--- src/rtl/lut3_sweep_ctrl_if.sv ---
// Interface between the host, the sweep controller and the gate under characterization.
// Host side: configuration, control and results. Gate side: the three drive bits and the
// gate's output.
interface lut3_sweep_ctrl_if;
  // Host configuration handshake
  logic       cfg_valid;
  logic [7:0] cfg_table;
  logic       cfg_ready;
  // Sweep control
  logic       start;
  logic       abort;
  logic       busy;
  // Gate under characterization
  logic       dut_in1;
  logic       dut_in2;
  logic       dut_in3;
  logic       dut_out;
  // Results
  logic       done;
  logic       pass;
  logic [7:0] obs_table;
  logic [7:0] mismatch;

  // Controller side
  modport slave (
    input  cfg_valid,
    input  cfg_table,
    input  start,
    input  abort,
    input  dut_out,
    output cfg_ready,
    output busy,
    output dut_in1,
    output dut_in2,
    output dut_in3,
    output done,
    output pass,
    output obs_table,
    output mismatch
  );

  // Host / gate side
  modport master (
    output cfg_valid,
    output cfg_table,
    output start,
    output abort,
    output dut_out,
    input  cfg_ready,
    input  busy,
    input  dut_in1,
    input  dut_in2,
    input  dut_in3,
    input  done,
    input  pass,
    input  obs_table,
    input  mismatch
  );
endinterface

--- src/rtl/lut3_sweep_ctrl.sv ---
// Exhaustive sweep sequencer for a 3-input truth-table cell. Drives vectors 0..7 in order,
// waits SETTLE_CYCLES per vector, samples the gate output, and reports the observed table,
// a per-vector mismatch mask against the expected table and a pass flag.
module lut3_sweep_ctrl #(
  parameter int unsigned SETTLE_CYCLES = 2,
  parameter logic [7:0]  RESET_TABLE   = 8'h97
) (
  input  logic              clk,
  input  logic              rst,
  lut3_sweep_ctrl_if.slave  bus
);

  typedef enum logic [2:0] {
    StIdle,
    StDrive,
    StSettle,
    StSample,
    StDone
  } state_e;

  state_e     state_q, state_d;
  logic [7:0] exp_q, exp_d;
  logic [2:0] idx_q, idx_d;
  logic [7:0] cnt_q, cnt_d;
  logic [2:0] vec_q, vec_d;
  logic       busy_q, busy_d;
  logic       done_q, done_d;
  logic       pass_q, pass_d;
  logic [7:0] obs_q, obs_d;
  logic [7:0] mm_q, mm_d;

  // Next-state and registered-output decode for the sweep FSM
  always_comb begin
    state_d = state_q;
    exp_d   = exp_q;
    idx_d   = idx_q;
    cnt_d   = cnt_q;
    vec_d   = vec_q;
    busy_d  = busy_q;
    done_d  = 1'b0;
    pass_d  = pass_q;
    obs_d   = obs_q;
    mm_d    = mm_q;

    unique case (state_q)
      StIdle: begin
        // Table load lands on the same edge as start, so the new table governs this sweep
        if (bus.cfg_valid) begin
          exp_d = bus.cfg_table;
        end
        if (bus.start && !bus.abort) begin
          state_d = StDrive;
          idx_d   = 3'd0;
          obs_d   = 8'h00;
          mm_d    = 8'h00;
          pass_d  = 1'b0;
          busy_d  = 1'b1;
        end
      end
      StDrive: begin
        vec_d = idx_q;
        if (SETTLE_CYCLES == 0) begin
          state_d = StSample;
        end else begin
          cnt_d   = 8'(SETTLE_CYCLES - 1);
          state_d = StSettle;
        end
      end
      StSettle: begin
        if (cnt_q == 8'd0) begin
          state_d = StSample;
        end else begin
          cnt_d = cnt_q - 8'd1;
        end
      end
      StSample: begin
        obs_d[idx_q] = bus.dut_out;
        if (idx_q == 3'd7) begin
          state_d = StDone;
        end else begin
          idx_d   = idx_q + 3'd1;
          state_d = StDrive;
        end
      end
      StDone: begin
        done_d  = 1'b1;
        mm_d    = obs_q ^ exp_q;
        pass_d  = (obs_q == exp_q);
        vec_d   = 3'd0;
        busy_d  = 1'b0;
        state_d = StIdle;
      end
      default: begin
        state_d = StIdle;
      end
    endcase

    // Abort overrides everything while busy; the partial observed table is kept
    if (bus.abort && (state_q != StIdle)) begin
      state_d = StIdle;
      vec_d   = 3'd0;
      busy_d  = 1'b0;
      done_d  = 1'b0;
      pass_d  = 1'b0;
      mm_d    = 8'h00;
      obs_d   = obs_q;
      idx_d   = 3'd0;
      cnt_d   = 8'd0;
    end
  end

  // State and output registers with asynchronous reset
  always_ff @(posedge clk or posedge rst) begin
    if (rst) begin
      state_q <= StIdle;
      exp_q   <= RESET_TABLE;
      idx_q   <= 3'd0;
      cnt_q   <= 8'd0;
      vec_q   <= 3'd0;
      busy_q  <= 1'b0;
      done_q  <= 1'b0;
      pass_q  <= 1'b0;
      obs_q   <= 8'h00;
      mm_q    <= 8'h00;
    end else begin
      state_q <= state_d;
      exp_q   <= exp_d;
      idx_q   <= idx_d;
      cnt_q   <= cnt_d;
      vec_q   <= vec_d;
      busy_q  <= busy_d;
      done_q  <= done_d;
      pass_q  <= pass_d;
      obs_q   <= obs_d;
      mm_q    <= mm_d;
    end
  end

  // cfg_ready is the only state-decoded output; it drops as soon as reset is applied
  assign bus.cfg_ready = (state_q == StIdle) && !rst;
  assign bus.busy      = busy_q;
  assign bus.dut_in1   = vec_q[0];
  assign bus.dut_in2   = vec_q[1];
  assign bus.dut_in3   = vec_q[2];
  assign bus.done      = done_q;
  assign bus.pass      = pass_q;
  assign bus.obs_table = obs_q;
  assign bus.mismatch  = mm_q;

endmodule

--- src/flat_wrapper.sv ---
// flat-port wrapper written by rule: the top's interface ports become plain ports
module lut3_sweep_ctrl_flat 
#(
  parameter int unsigned SETTLE_CYCLES = 2,
  parameter logic [7:0]  RESET_TABLE   = 8'h97
)
  (clk, rst, bus_cfg_valid, bus_cfg_table, bus_start, bus_abort, bus_dut_out, bus_cfg_ready, bus_busy, bus_dut_in1, bus_dut_in2, bus_dut_in3, bus_done, bus_pass, bus_obs_table, bus_mismatch);
  lut3_sweep_ctrl_if bus_i ();
  input  logic clk;
  input  logic rst;
  input wire logic [$bits(bus_i.cfg_valid)-1:0] bus_cfg_valid;
  input wire logic [$bits(bus_i.cfg_table)-1:0] bus_cfg_table;
  input wire logic [$bits(bus_i.start)-1:0] bus_start;
  input wire logic [$bits(bus_i.abort)-1:0] bus_abort;
  input wire logic [$bits(bus_i.dut_out)-1:0] bus_dut_out;
  output wire logic [$bits(bus_i.cfg_ready)-1:0] bus_cfg_ready;
  output wire logic [$bits(bus_i.busy)-1:0] bus_busy;
  output wire logic [$bits(bus_i.dut_in1)-1:0] bus_dut_in1;
  output wire logic [$bits(bus_i.dut_in2)-1:0] bus_dut_in2;
  output wire logic [$bits(bus_i.dut_in3)-1:0] bus_dut_in3;
  output wire logic [$bits(bus_i.done)-1:0] bus_done;
  output wire logic [$bits(bus_i.pass)-1:0] bus_pass;
  output wire logic [$bits(bus_i.obs_table)-1:0] bus_obs_table;
  output wire logic [$bits(bus_i.mismatch)-1:0] bus_mismatch;
  assign bus_i.cfg_valid = bus_cfg_valid;
  assign bus_i.cfg_table = bus_cfg_table;
  assign bus_i.start = bus_start;
  assign bus_i.abort = bus_abort;
  assign bus_i.dut_out = bus_dut_out;
  assign bus_cfg_ready = bus_i.cfg_ready;
  assign bus_busy = bus_i.busy;
  assign bus_dut_in1 = bus_i.dut_in1;
  assign bus_dut_in2 = bus_i.dut_in2;
  assign bus_dut_in3 = bus_i.dut_in3;
  assign bus_done = bus_i.done;
  assign bus_pass = bus_i.pass;
  assign bus_obs_table = bus_i.obs_table;
  assign bus_mismatch = bus_i.mismatch;
  lut3_sweep_ctrl #(.SETTLE_CYCLES(SETTLE_CYCLES), .RESET_TABLE(RESET_TABLE)) u_core (.clk(clk), .rst(rst), .bus(bus_i));
endmodule
--- config.mk ---
export PLATFORM = sky130hd
export DESIGN_NAME = lut3_sweep_ctrl_flat
export DESIGN_NICKNAME = d
export VERILOG_FILES = /design/src/rtl/lut3_sweep_ctrl_if.sv /design/src/rtl/lut3_sweep_ctrl.sv /design/src/flat_wrapper.sv
export SDC_FILE = /design/constraint.sdc
export NUM_CORES = 1
export LEC_CHECK = 0
export ABC_CLOCK_PERIOD_IN_PS = 1750
export CAP_MARGIN = 10
export CORE_MARGIN = 1.5
export CORE_UTILIZATION = 35
export CTS_BUF_LIST = sky130_fd_sc_hd__clkbuf_4 sky130_fd_sc_hd__clkbuf_8
export DETAILED_ROUTE_END_ITERATION = 16
export PLACE_DENSITY = 0.65
export SLEW_MARGIN = 20
export SYNTH_ARGS = -nofsm -noshare
export SYNTH_HDL_FRONTEND = slang
export SYNTH_SLANG_ARGS = --single-unit
--- constraint.sdc ---
create_clock -name clk -period 1.75 [get_ports clk]
set_input_delay 0.35 -clock clk [delete_from_list [all_inputs] [get_ports clk]]
set_output_delay 0.35 -clock clk [all_outputs]
set_load 0.05 [all_outputs]
==> results.cfg <==
[floorplan]
rows = 29
die_h_um = 83.60
die_area_um2 = 6988
num_io_pins = 37
start_util_pct = 36.01
die_w_um = 83.60
core_um2 = 6314

[place]
gp_congestion = 0.8143
dpl_cell_area_um2 = 2818
io_buffer_count = 36
hpwl_mm = 3.746
pre_cts_ws_ns = -0.1567

[pwr]
vdd_drop_max_v = 0.0004143
p_leak_nw = 1.377
p_per_area_nw_per_um2 = 1061
cellInternalPower_mw = 2.206
comb_power_share_pct = 35.2
p_sw_share_pct = 32.44
power.share.clock_pct = 25.5
netSwitchingPower_mw = 1.059
pwr-share-seq_pct = 39.3

[synth]
yosysUniqueCellTypes = 49
synth.area.top_cells = dfrtp_1 (43%), dfstp_2 (5.8%), a22o_1 (5.0%)
ys_seq_area_share_pct = 48.71
synth_top_family_by_area = compound AO/OA/AOI/OAI gates
ys_seq_elements = 44
yosys.area_share.simple_pct = 12.99
synthAdderAreaFrac_pct = 1.651
async_flop_share_pct = 100.0
synth-edff-count = 0
synth_commonest_cells = dfrtp_1 (39), o21ai_0 (19), inv_1 (16)
postSynthAreaPerCell_um2 = 10.88
synth_area_leader_cell = dfrtp_1
synth_compound_area_share_pct = 23.83
ys_warn_count = 0
synth_ff_type = dfrtp_1
netlist_instances = 209
synth_area_um2 = 2273
synthXorXnorAreaFrac_pct = 3.082
synthMuxAreaShare_pct = 4.458
synth_top_area_share_pct = 42.93
synth_most_common_cell = dfrtp_1
syn-num-nets = 226

[setup_path]
endpoint_kind = register
critPathLaunchType = register
cp.required_ns = 1.93
cp_data_arrival_time_ns = 1.90
cpPeakStageDelay_ns = 0.42
crit_type = reg -> reg
cp_cell_sequence = inv_2 > ha_2 > nor4b_4 > buf_4 > a21boi_1 > buf_4 > a31oi_2 > a31oi_2
path_max_fanout = 5
slowest_stage = dfrtp_1

[sta]
fmax_mhz = 583.5
layout_min_cycle_time_ns = 1.714
slew_headroom_pct = 66.76
worstMarginPinSlew_ns = 0.4952
hold_viol_final = 0
fin_ws_ns = 0.03623
timing.final.crit_share_pct = 97.93
setup_viol = 0
worst_clock_skew_ns = 0.003583
slew_violations = 0

[clocking]
cts_tree = yes
htree_levels = 2
clk_path_buf_depth = 2
cts-root-buf = clkbuf_8
clock-sinks = 44
clock_latency_ns = 0.30
postCtsHoldBufs = 0
clkSlewWorstSetupHoldPaths_ns = 0.08
numCtsBuffers = 5

[flow_run]
max_cap_violations = 0

[routing]
drc = 0
first_iter_violations = 88
viasPerCell = 5.221
routed_wl_mm = 5.306
firstDrtPassIters = 4
vias = 1822
antenna_left = 0
wire_per_inst_um = 15.20

[final_layout]
final_cell_area_um2 = 3077
fin_nets = 288
fillers = 593
final_layout_size_suffix_gt1_share_pct = 39.71
syn_to_final_growth_pct = 35.33
diodes = 0

[global_routing]
grt_pass1_wl_mm = 8.438
gr-total-overflow = 0
grt_max_degree = 45
grt.total_usage_pct = 15.28
grt_pass1_vias = 1726
antenna_found_initial = 0

[status]
status = completed

[min_path]
worstHoldPathType = in -> async
through the flow:
step | total power, mW | utilization [%] | hold slack, ns | std cells | setup TNS [ns]
3_3_place_gp | 2.262 | 44.63 | 0.4916 | 333 | -1.421
5_1_grt | 3.444 | 48.73 | 0.4940 | 349 | -0.1080
4_1_cts | 3.130 | 47.01 | 0.4551 | 343 | 0
3_5_place_dp | 2.278 | 44.63 | 0.4901 | 333 | -2.252
2_1_floorplan | 1.932 | - | 0.5007 | 209 | 0
6_report | 3.265 | 48.73 | 0.4397 | 349 | 0
cell type report:
| type | count | area [µm²] | share of cell area [%] |
|---|---|---|---|
| multi-input cells | 138 | 1119 | 36.36 |
| clock inverters | 2 | 38.79 | 1.261 |
| flip-flops and latches | 44 | 1111 | 36.11 |
| repair buffers | 66 | 569.3 | 18.50 |
| well taps | 77 | 96.34 | 3.131 |
| inverters | 16 | 60.06 | 1.952 |
| clock buffers | 6 | 82.58 | 2.684 |
routing by layer:
| metal | vias up | wire length [µm] | track usage (%) |
|---|---|---|---|
| li1 | 894 | - | - |
| met1 | 890 | 2569 | 21.00 |
| met2 | 31 | 2515 | 24.05 |
| met3 | 7 | 145 | 3.066 |
| met4 | 0 | 76 | 5.365 |
| met5 | - | 0 | 0 |
repair_timing:
action | 4_1_cts | 5_1_grt
buffers inserted | 2 | 6
gates resized for setup | 4 | 15
pin swaps | 1 | 2
endpoints found under the setup margin | 12 | 14
power by group through the flow:
stage / combinational (mW) / clock (mW) / sequential, mW
floorplan: 0.603 / 0 / 1.33
global placement: 0.967 / 0 / 1.29
detailed placement: 0.978 / 0 / 1.30
CTS: 0.992 / 0.855 / 1.28
global route: 1.24 / 0.896 / 1.30
finish: 1.15 / 0.832 / 1.28
placed cells by master (no fill, tap or decap), types with 3 or more instances in the layout:
master           netlist  layout
dfrtp_1               39      36
nor3_1                 3       3
inv_1                 16      13
a21oi_1                7       5
o21ai_0               19      19
o21ba_2                4       4
buf_4                  1      49
nand2_1                8       7
clkdlybuf4s50_1        0      13
clkbuf_8               0       6
a31oi_2                3       4
xor2_1                 8       8
buf_12                 0       3
mux2_2                 9       9
o311ai_0               3       3
dfrtp_2                0       3
a31oi_1                4       3
nor2_1                11      10
dfstp_2                5       5
nand4_1                4       4
a22o_1                13      13
cells by family (layout without fill, tap and decap cells):
group / after synthesis / count (layout)
muxes: 9 / 9
DFF: 44 / 44
AOI/OAI and AO/OA: 70 / 70
adders and majority gates: 3 / 3
xor gates and xnor gates: 8 / 8
buffers and inverters: 27 / 90
and+or+nand+nor: 48 / 48
state kept, by name, summed over array words and instances (netlist names):
name	cells
u_core.bus.pass	1
u_core.vec_q	3
u_core.bus.done	1
u_core.bus.mismatch	8
u_core.bus.busy	1
u_core.bus.obs_table	8
u_core.state_q	3
u_core.cnt_q	8
u_core.idx_q	3
u_core.exp_q	8
final timing paths:
path / start / endpoint / slack [ns] / cells after the start
max in group asynchronous: rst / u_core.exp_q[4]$_DFFE_PP1P_ / 1.04 / 3
min in group clk: u_core.bus.mismatch[3]$_DFFE_PP0P_ / u_core.bus.mismatch[3]$_DFFE_PP0P_ / 0.51 / 1
hold / removal: rst / u_core.bus.busy$_DFFE_PP0P_ / 0.44 / 3
setup reg to reg: u_core.cnt_q[0]$_DFFE_PP0P_ / u_core.cnt_q[4]$_DFFE_PP0P_ / 0.04 / 8
setup / recovery: u_core.cnt_q[0]$_DFFE_PP0P_ / u_core.cnt_q[4]$_DFFE_PP0P_ / 0.04 / 8
hold reg to reg: u_core.bus.mismatch[3]$_DFFE_PP0P_ / u_core.bus.mismatch[3]$_DFFE_PP0P_ / 0.51 / 1
worst max-delay path: cells and delay by family, from the launching register on:
family	cells	cell delay [ns]
flops	1	0.42
simple gates	1	0.28
buf+inv	3	0.44
compound gates	3	0.29
fa+ha+maj	1	0.17
(Power assumes the default switching activity.)
